File: src/rtl/ext_pipe.sv
// Operand-extension unit: zero/sign extension, LUI placement, branch-offset scaling
// and byte/halfword load extraction, behind a valid/ready handshake with one skid entry.
module ext_pipe #(
    parameter int DATA_W = 32,
    parameter int IMM_W  = 16,
    parameter int TAG_W  = 5,
    localparam int OFF_W = $clog2(DATA_W / 8)
) (
    input  logic              clk,
    input  logic              rst_n,
    input  logic              in_valid,
    output logic              in_ready,
    input  logic [2:0]        in_mode,
    input  logic [IMM_W-1:0]  in_imm,
    input  logic [DATA_W-1:0] in_word,
    input  logic [OFF_W-1:0]  in_off,
    input  logic [TAG_W-1:0]  in_tag,
    output logic              out_valid,
    input  logic              out_ready,
    output logic [DATA_W-1:0] out_data,
    output logic [TAG_W-1:0]  out_tag,
    output logic              out_err
);

    typedef enum logic [2:0] {
        MODE_ZEXT = 3'd0,
        MODE_SEXT = 3'd1,
        MODE_LUI  = 3'd2,
        MODE_BOFF = 3'd3,
        MODE_LB   = 3'd4,
        MODE_LBU  = 3'd5,
        MODE_LH   = 3'd6,
        MODE_LHU  = 3'd7
    } mode_e;

    logic [DATA_W-1:0] zext_w;
    logic [DATA_W-1:0] sext_w;
    logic [DATA_W-1:0] lui_w;
    logic [7:0]        byte_sel;
    logic [15:0]       half_sel;
    logic [OFF_W+2:0]  byte_idx;
    logic [OFF_W+2:0]  half_idx;
    logic [DATA_W-1:0] res_data;
    logic              res_err;

    always_comb begin
        zext_w              = '0;
        zext_w[IMM_W-1:0]   = in_imm;
        sext_w              = {DATA_W{in_imm[IMM_W-1]}};
        sext_w[IMM_W-1:0]   = in_imm;
        lui_w               = '0;
        lui_w[DATA_W-1 -: IMM_W] = in_imm;
        byte_idx            = {in_off, 3'b000};
        // Misaligned halfwords fall back to the aligned lane below them.
        half_idx            = {in_off[OFF_W-1:1], 4'b0000};
        byte_sel            = in_word[byte_idx +: 8];
        half_sel            = in_word[half_idx +: 16];
        res_data            = '0;
        res_err             = 1'b0;
        case (mode_e'(in_mode))
            MODE_ZEXT: res_data = zext_w;
            MODE_SEXT: res_data = sext_w;
            MODE_LUI:  res_data = lui_w;
            MODE_BOFF: res_data = sext_w << 2;
            MODE_LB: begin
                res_data       = {DATA_W{byte_sel[7]}};
                res_data[7:0]  = byte_sel;
            end
            MODE_LBU: res_data[7:0] = byte_sel;
            MODE_LH: begin
                res_data       = {DATA_W{half_sel[15]}};
                res_data[15:0] = half_sel;
                res_err        = in_off[0];
            end
            MODE_LHU: begin
                res_data[15:0] = half_sel;
                res_err        = in_off[0];
            end
            default: res_data = '0;
        endcase
    end

    logic              main_valid_q, main_valid_d;
    logic [DATA_W-1:0] main_data_q,  main_data_d;
    logic [TAG_W-1:0]  main_tag_q,   main_tag_d;
    logic              main_err_q,   main_err_d;
    logic              skid_valid_q, skid_valid_d;
    logic [DATA_W-1:0] skid_data_q,  skid_data_d;
    logic [TAG_W-1:0]  skid_tag_q,   skid_tag_d;
    logic              skid_err_q,   skid_err_d;
    logic              in_fire;
    logic              out_fire;

    assign in_ready  = !skid_valid_q;
    assign in_fire   = in_valid && in_ready;
    assign out_fire  = main_valid_q && out_ready;
    assign out_valid = main_valid_q;
    assign out_data  = main_data_q;
    assign out_tag   = main_tag_q;
    assign out_err   = main_err_q;

    always_comb begin
        main_valid_d = main_valid_q;
        main_data_d  = main_data_q;
        main_tag_d   = main_tag_q;
        main_err_d   = main_err_q;
        skid_valid_d = skid_valid_q;
        skid_data_d  = skid_data_q;
        skid_tag_d   = skid_tag_q;
        skid_err_d   = skid_err_q;
        if (skid_valid_q) begin
            // in_ready is low here, so the only possible move is skid -> main.
            if (out_fire) begin
                main_data_d  = skid_data_q;
                main_tag_d   = skid_tag_q;
                main_err_d   = skid_err_q;
                skid_valid_d = 1'b0;
            end
        end else if (in_fire) begin
            if (!main_valid_q || out_ready) begin
                main_valid_d = 1'b1;
                main_data_d  = res_data;
                main_tag_d   = in_tag;
                main_err_d   = res_err;
            end else begin
                skid_valid_d = 1'b1;
                skid_data_d  = res_data;
                skid_tag_d   = in_tag;
                skid_err_d   = res_err;
            end
        end else if (out_fire) begin
            main_valid_d = 1'b0;
        end
    end

    always_ff @(posedge clk or negedge rst_n) begin
        if (!rst_n) begin
            main_valid_q <= 1'b0;
            main_data_q  <= '0;
            main_tag_q   <= '0;
            main_err_q   <= 1'b0;
            skid_valid_q <= 1'b0;
            skid_data_q  <= '0;
            skid_tag_q   <= '0;
            skid_err_q   <= 1'b0;
        end else begin
            main_valid_q <= main_valid_d;
            main_data_q  <= main_data_d;
            main_tag_q   <= main_tag_d;
            main_err_q   <= main_err_d;
            skid_valid_q <= skid_valid_d;
            skid_data_q  <= skid_data_d;
            skid_tag_q   <= skid_tag_d;
            skid_err_q   <= skid_err_d;
        end
    end

endmodule

File: config.mk
export PLATFORM = sky130hd
export DESIGN_NAME = ext_pipe
export DESIGN_NICKNAME = d
export VERILOG_FILES = /design/src/rtl/ext_pipe.sv
export SDC_FILE = /design/constraint.sdc
export NUM_CORES = 1
export LEC_CHECK = 0
export BUFFER_PORTS_ARGS = -buffer_cell sky130_fd_sc_hd__buf_4
export CORE_MARGIN = 10
export CORE_UTILIZATION = 57
export DETAILED_ROUTE_END_ITERATION = 12
export HOLD_SLACK_MARGIN = 0.12
export PLACE_DENSITY_LB_ADDON = 0.1
export SLEW_MARGIN = 0
export SYNTH_ARGS = -nofsm -noshare
export SYNTH_HDL_FRONTEND = slang
export SYNTH_SLANG_ARGS = --single-unit
File: constraint.sdc
create_clock -name clk -period 3.4 [get_ports clk]
set_input_delay 0.51 -clock clk [delete_from_list [all_inputs] [get_ports clk]]
set_output_delay 0.51 -clock clk [all_outputs]
set_load 0.03 [all_outputs]
==> run metrics, run 1 <==
Syn. warnings=0; PostCTS Resize Cnt=0; CTS tree=yes; Final min period=2120 ps; share of cells above drive strength 1=0.274; top post-synthesis cells by area=dfrtp_1, nand2_1, o21ai_0; asr flop ratio synth=1.00; CTS Buf Count=9; HPWL Detailed=roughly 8400 microns; Routed Antenna Nets=0; Leakage Power=roughly 2.3 nW; Hold Buf Count CTS=0; maximum vdd drop=0.646 mV; worst path required time=between 2000 and 3000 ps; Fin Setup TNS=0 ps; Core Util, Final=0.733; most common cell in the synthesized netlist=nand2_1; Slowest-stage cell, CP=dfrtp_1; Chip Height=about 100 microns; H-Tree Depth=3; dpl ws=about 1100 ps; Yosys reg bits=about 80; port bufs=between 100 and 150; die area=10,700 sq um; Vias=approximately 3,700; final setup margin=roughly 1300 ps; total nets after synthesis=490; placement row count=30; Syn Inst Count=428; initial antenna violation count=0; Post-synth EDFFs=0; first-pass GRT wire length=18,400 microns; Post-Syn Area=just under 4000 sq um; Root Buffer=clkbuf_8; worst min-delay path class=input port to asynchronous set/reset pin; drt first pass iters=6; Buffers & Inverters on Critical Path=3; prevailing post-synth register cell=dfrtp_1; crit-path cells=buf_4, inv_1, buf_4; Critical Path Start Type=flip-flop; outcome=finished, final reports clean; vias in the first global route=3,595; Pint=~2.5 mW; die width=about 100 microns; Routed WL per cell=approximately 19 microns; hold slack=just over 300 ps; routability cong.=between 0.9 and 1; Crit path top cell by count=buf_4; power density over the cells=just under 900 nW/um^2; # Post-CTS Setup Buffers=0; Synth area leader=dfrtp_1; Final Power=roughly 4.3 mW; clock latency at the later pin of the worst-skew pair=~350 ps; Fin. Hold Viols=0; vias per inst=5.93; Worst path top cell family by delay=buffers and inverters; core footprint=approximately 6800 sq um; GRT overflow=0; final period utilization=0.623; I/O pins=~100; Relative slew margins=0.356; Seq pwr share=0.379; Psw=approximately 1.8 mW; worst stage delay on the critical path=530 ps; combinational power share=0.458; clock share of power=0.163; Sw Ratio=0.426; initial DRC count=254; largest net degree at the start of global routing=79; final worst clock skew=roughly 11 ps; fmax=between 400 and 500 MHz; Least-Margin Pin Slew=around 970 ps; Initial Util=0.584; maxcap violations=0; Synth Area per Inst=just over 9 sq um; fillcell total=about 530; CTS Buffer Depth=2; Worst Setup End Kind=output pin; Residual DRC=0; register area share after synthesis=0.492; critical path peak fanout=24; Reg clk slew, reported paths=90 ps; Post-Route WL=11,600 microns; Antenna Cells=0; # setup viols final=0; Sinks on Clock Net=78; Synth top cells by count=nand2_1, dfrtp_1, o21ai_0; kind of critical path=flip-flop to output pin; RSZ-0062 raised after global routing=false; synthesis-to-finish area growth=25.5%; area share of the largest cell type after synthesis=0.492; All-Layer GR Usage=0.221; Max Slew Vio Count=0; Final nets=slightly below 600; data arrival time of the worst path=1610 ps; Unique masters post-synth=40
worst register-to-register path, stage by stage, from the launching register on:
cell and delay (ps):
dfrtp_1 500, nor2b_1 200, nand2_1 310, nor4_4 240, buf_4 260, a22oi_1 130
power by group through the flow:
stage / sequential (mW) / clock (mW) / combinational, mW
after global placement: 1.62 / 0 / 1.94
after CTS: 1.63 / 0.711 / 1.99
after detailed placement: 1.65 / 0 / 1.98
after global routing: 1.69 / 0.754 / 2.17
final: 1.63 / 0.705 / 1.98
after floorplan: 1.99 / 0 / 0.908
cells by family after synthesis:
family | count (synthesis) | share of synthesized area
flip-flops | 78 | 0.492
AO/OA/AOI/OAI | 129 | 0.212
AND/OR/NAND/NOR | 162 | 0.190
buffers and inverters | 36 | 0.0394
multiplexers | 23 | 0.0668
stage by stage:
| stage | area (sq um) | instances |
|---|---|---|
| 2_1_floorplan | 3970 | 428 |
| 3_3_place_gp | 4780 | 602 |
| 3_5_place_dp | 4780 | 602 |
| 4_1_cts | 4980 | 618 |
| 5_1_grt | 4980 | 618 |
| 6_report | 4980 | 618 |
cell type report:
| cell class | count | area [sq um] | share of cell area |
|---|---|---|---|
| multi-input combinational | 314 | 1860 | 0.374 |
| clock inverter | 5 | 56.3 | 0.0113 |
| tap | 96 | 120 | 0.0241 |
| timing repair buffer | 112 | 841 | 0.169 |
| clock buffer | 11 | 141 | 0.0284 |
| inverter | 2 | 7.51 | 0.00151 |
| sequential | 78 | 1950 | 0.392 |
final timing paths:
kind	startpoint	to	slack [ps]	depth (start not counted)
min in group clk	in_tag[1]	skid_tag_q[1]$_DFFE_PN0P_	350	3
min	rst_n	out_tag[1]$_DFFE_PN0P_	310	1
max in group asynchronous	rst_n	out_data[16]$_DFFE_PN0P_	2460	1
max	skid_valid_q$_DFF_PN0_	in_ready	1280	3
min reg2reg	skid_tag_q[0]$_DFFE_PN0P_	skid_tag_q[0]$_DFFE_PN0P_	480	2
max reg2reg	skid_valid_q$_DFF_PN0_	out_data[19]$_DFFE_PN0P_	1620	5
sequential cells by signal, indices dropped and copies added, names as in the netlist:
register and count:
skid_err_q 1, out_data 32, out_tag 5, out_err 1, skid_tag_q 5, skid_valid_q 1
out_valid 1, skid_data_q 32
cell usage in the layout (no fill, tap or decap), types with 2 or more instances in the layout:
master,n
a31oi_1,17
a211oi_1,6
a22oi_1,15
clkbuf_8,10
nand2_1,86
nor3_1,13
o21ai_0,48
nor2b_1,3
mux2_2,8
a21oi_1,10
nor2_1,26
o211ai_1,8
nand3_1,9
or3_1,5
clkinv_2,2
mux2i_1,13
a32o_1,7
a21o_1,2
mux4_2,2
buf_4,112
nor3b_1,2
dfrtp_1,78
o31ai_1,5
inv_1,2
o2bb2ai_1,7
a311oi_1,2
and4_1,5
nand2b_1,3
layer usage:
metal	vias to the layer above	wire length [microns]	global-route usage
met1	1760	5000	0.295
li1	1735	-	-
met4	0	97	0.0588
met2	162	5500	0.342
met5	-	0	0
met3	10	1060	0.0651
Note: power is estimated with default switching activity, not from simulation.
==> inputs of run 2 (changes only) <==
CORE_UTILIZATION = 48   (was 57)
clock period = 1.75 ns   (was 3.4 ns; I/O delays follow)
==> run 2 against run 1 <==
Critical path type is now flip-flop to flip-flop. Register-to-register slack got worse by 1500 ps. Highest routed layer unchanged. Clock skew fell by 2.3 ps. Largest power group unchanged. Global-route usage down 1.9 points. Critical path depth grew 2. Sequential cell count unchanged. Via count is 4.8% higher. Sequential power up 94%.
==> run metrics, run 2 (same netlist as run 1, synthesis figures left out) <==
Placed Area=5030 sq um (+5.1%); Antenna Cells=0 (unchanged); Final nets=609 (+5.2%); worst stage delay on the critical path=460 ps (-70 ps); Critical Path Start Type=flip-flop; synthesis-to-finish area growth=33.5%; final instance area=5300 sq um (+6.4%); crit-path cells=nand2b_2, a21o_1, buf_4, or3_1, o21ai_0; Buffers & Inverters on Critical Path=1 (-2); first-pass GRT wire length=20,400 microns (+11%); Chip Height=111 microns (+7.2%); vias in the first global route=3,887 (+8.1%); die width=111 microns (+7.2%); drt first pass iters=5 (-1); CTS Buffer Depth=2 (unchanged); Fin. Hold Viols=0 (unchanged); largest net degree at the start of global routing=40 (-49%); initial antenna violation count=0 (unchanged); Post-Route WL=12,600 microns (+7.9%); Initial Util=0.488 (-0.0962); most frequent cells in the layout=buf_4, nand2_1, dfrtp_1; RSZ-0062 raised after global routing=false; Worst path top cell family by delay=simple AND/OR/NAND/NOR gates; Worst Setup End Kind=flip-flop; worst min-delay path class=input port to flip-flop; critical path peak fanout=7 (-71%); power density over the cells=1640 nW/um^2 (+89%); CTS Buf Count=9 (unchanged); Final min period=about 1600 ps; Relative slew margins=0.318 (-0.0379); port bufs=101 (unchanged); final period utilization=0.930; vias per inst=5.86 (-1.3%); Slowest-stage cell, CP=dfrtp_2; kind of critical path=flip-flop to flip-flop; Sinks on Clock Net=78 (unchanged); maximum vdd drop=1.24 mV (+92%); hold slack=147 ps (-163 ps); data arrival time of the worst path=1900 ps (+290 ps); leading cell type in the layout, fill and taps excluded=buf_4; Least-Margin Pin Slew=1020 ps (+53.2 ps); routability cong.=0.888 (-4.3%); Leakage Power=2.43 nW (+6.3%); Reg clk slew, reported paths=80 ps (about the same); core footprint=8130 sq um (+20%); worst path required time=2020 ps (-870 ps); clock latency at the later pin of the worst-skew pair=350 ps (about the same); Root Buffer=clkbuf_8; outcome=finished, final reports clean; GRT overflow=0 (unchanged); maxcap violations=0 (unchanged); Vias=3,842 (+4.8%); Residual DRC=0 (unchanged); HPWL Detailed=9160 microns (+9.6%); # setup viols final=0 (unchanged); final worst clock skew=8.53 ps (-2.33 ps); Routed WL per cell=19.2 microns (+1.7%); CTS tree=yes; placement row count=33 (+10%); fmax=614 MHz; Max Slew Vio Count=0 (unchanged); I/O pins=102 (unchanged); H-Tree Depth=3 (unchanged); die area=12,300 sq um (+15%); Final Power=8.68 mW (+100%); All-Layer GR Usage=0.201 (-0.0191); share of cells above drive strength 1=0.312 (+0.0382); initial DRC count=304 (+20%); Routed Antenna Nets=0 (unchanged)
-- run 2: worst paths after layout --
path                                                start                         to  slack [ps]  depth (start not counted)
worst max-delay path               skid_valid_q$_DFF_PN0_    out_data[4]$_DFFE_PN0P_         120                          5
worst max register to register     skid_valid_q$_DFF_PN0_    out_data[4]$_DFFE_PN0P_         120                          5
worst min-delay path                            out_ready     skid_valid_q$_DFF_PN0_         150                          2
worst min register to register  skid_tag_q[3]$_DFFE_PN0P_  skid_tag_q[3]$_DFFE_PN0P_         480                          2
max in group asynchronous                           rst_n   out_data[27]$_DFFE_PN0P_         770                          3
min in group asynchronous                           rst_n  skid_tag_q[3]$_DFFE_PN0P_         430                          2
-- run 2: final cells by class --
| type | count | area, sq um |
|---|---|---|
| clock buffer | 11 | 141 |
| clock inverter | 4 | 47.5 |
| fill | 701 | 2840 |
| inverter | 2 | 11.3 |
| multi-input combinational | 314 | 1870 |
| sequential | 78 | 1950 |
| tap | 105 | 131 |
| timing repair buffer | 141 | 1140 |
| timing repair inverter | 1 | 5.00 |
-- run 2: power breakdown --
group          leakage, nW  internal, mW  switching, mW  total (mW)
sequential           0.965          2.68          0.489        3.16
clock               0.0952         0.686          0.648        1.33
combinational         1.37          1.65           2.54        4.18
-- run 2: layer usage --
layer,global-route usage,vias up,share of wire
met5,0,-,0
met1,0.249,1849,0.41
li1,-,1796,-
met2,0.333,177,0.49
met4,0.0573,0,0.015
met3,0.0584,20,0.080
-- run 2: worst reg2reg max path: stages (launching register included) --
cell	delay, ps
dfrtp_2	460
nand2b_2	240
a21o_1	210
buf_4	170
or3_1	290
o21ai_0	170
-- run 2: what timing repair did --
item | 4_1_cts | 5_1_grt
gates resized for setup | 2 | 3
setup endpoints to repair | 1 | 4
endpoints found under the hold margin | 41 | 0
setup buffers | 0 | 1
hold buffers | 6 | 0
cloned | 1 | 0
-- run 2: stage by stage --
stage                     setup slack [ps]  cells   util  TNS [ps]
after floorplan                       3.98    428      -         0
after global placement               -72.2    633  0.618      -256
after detailed placement              -119    633  0.618      -497
after CTS                             4.89    655  0.650         0
after global routing                  35.9    656  0.651         0
final                                  122    656  0.651         0
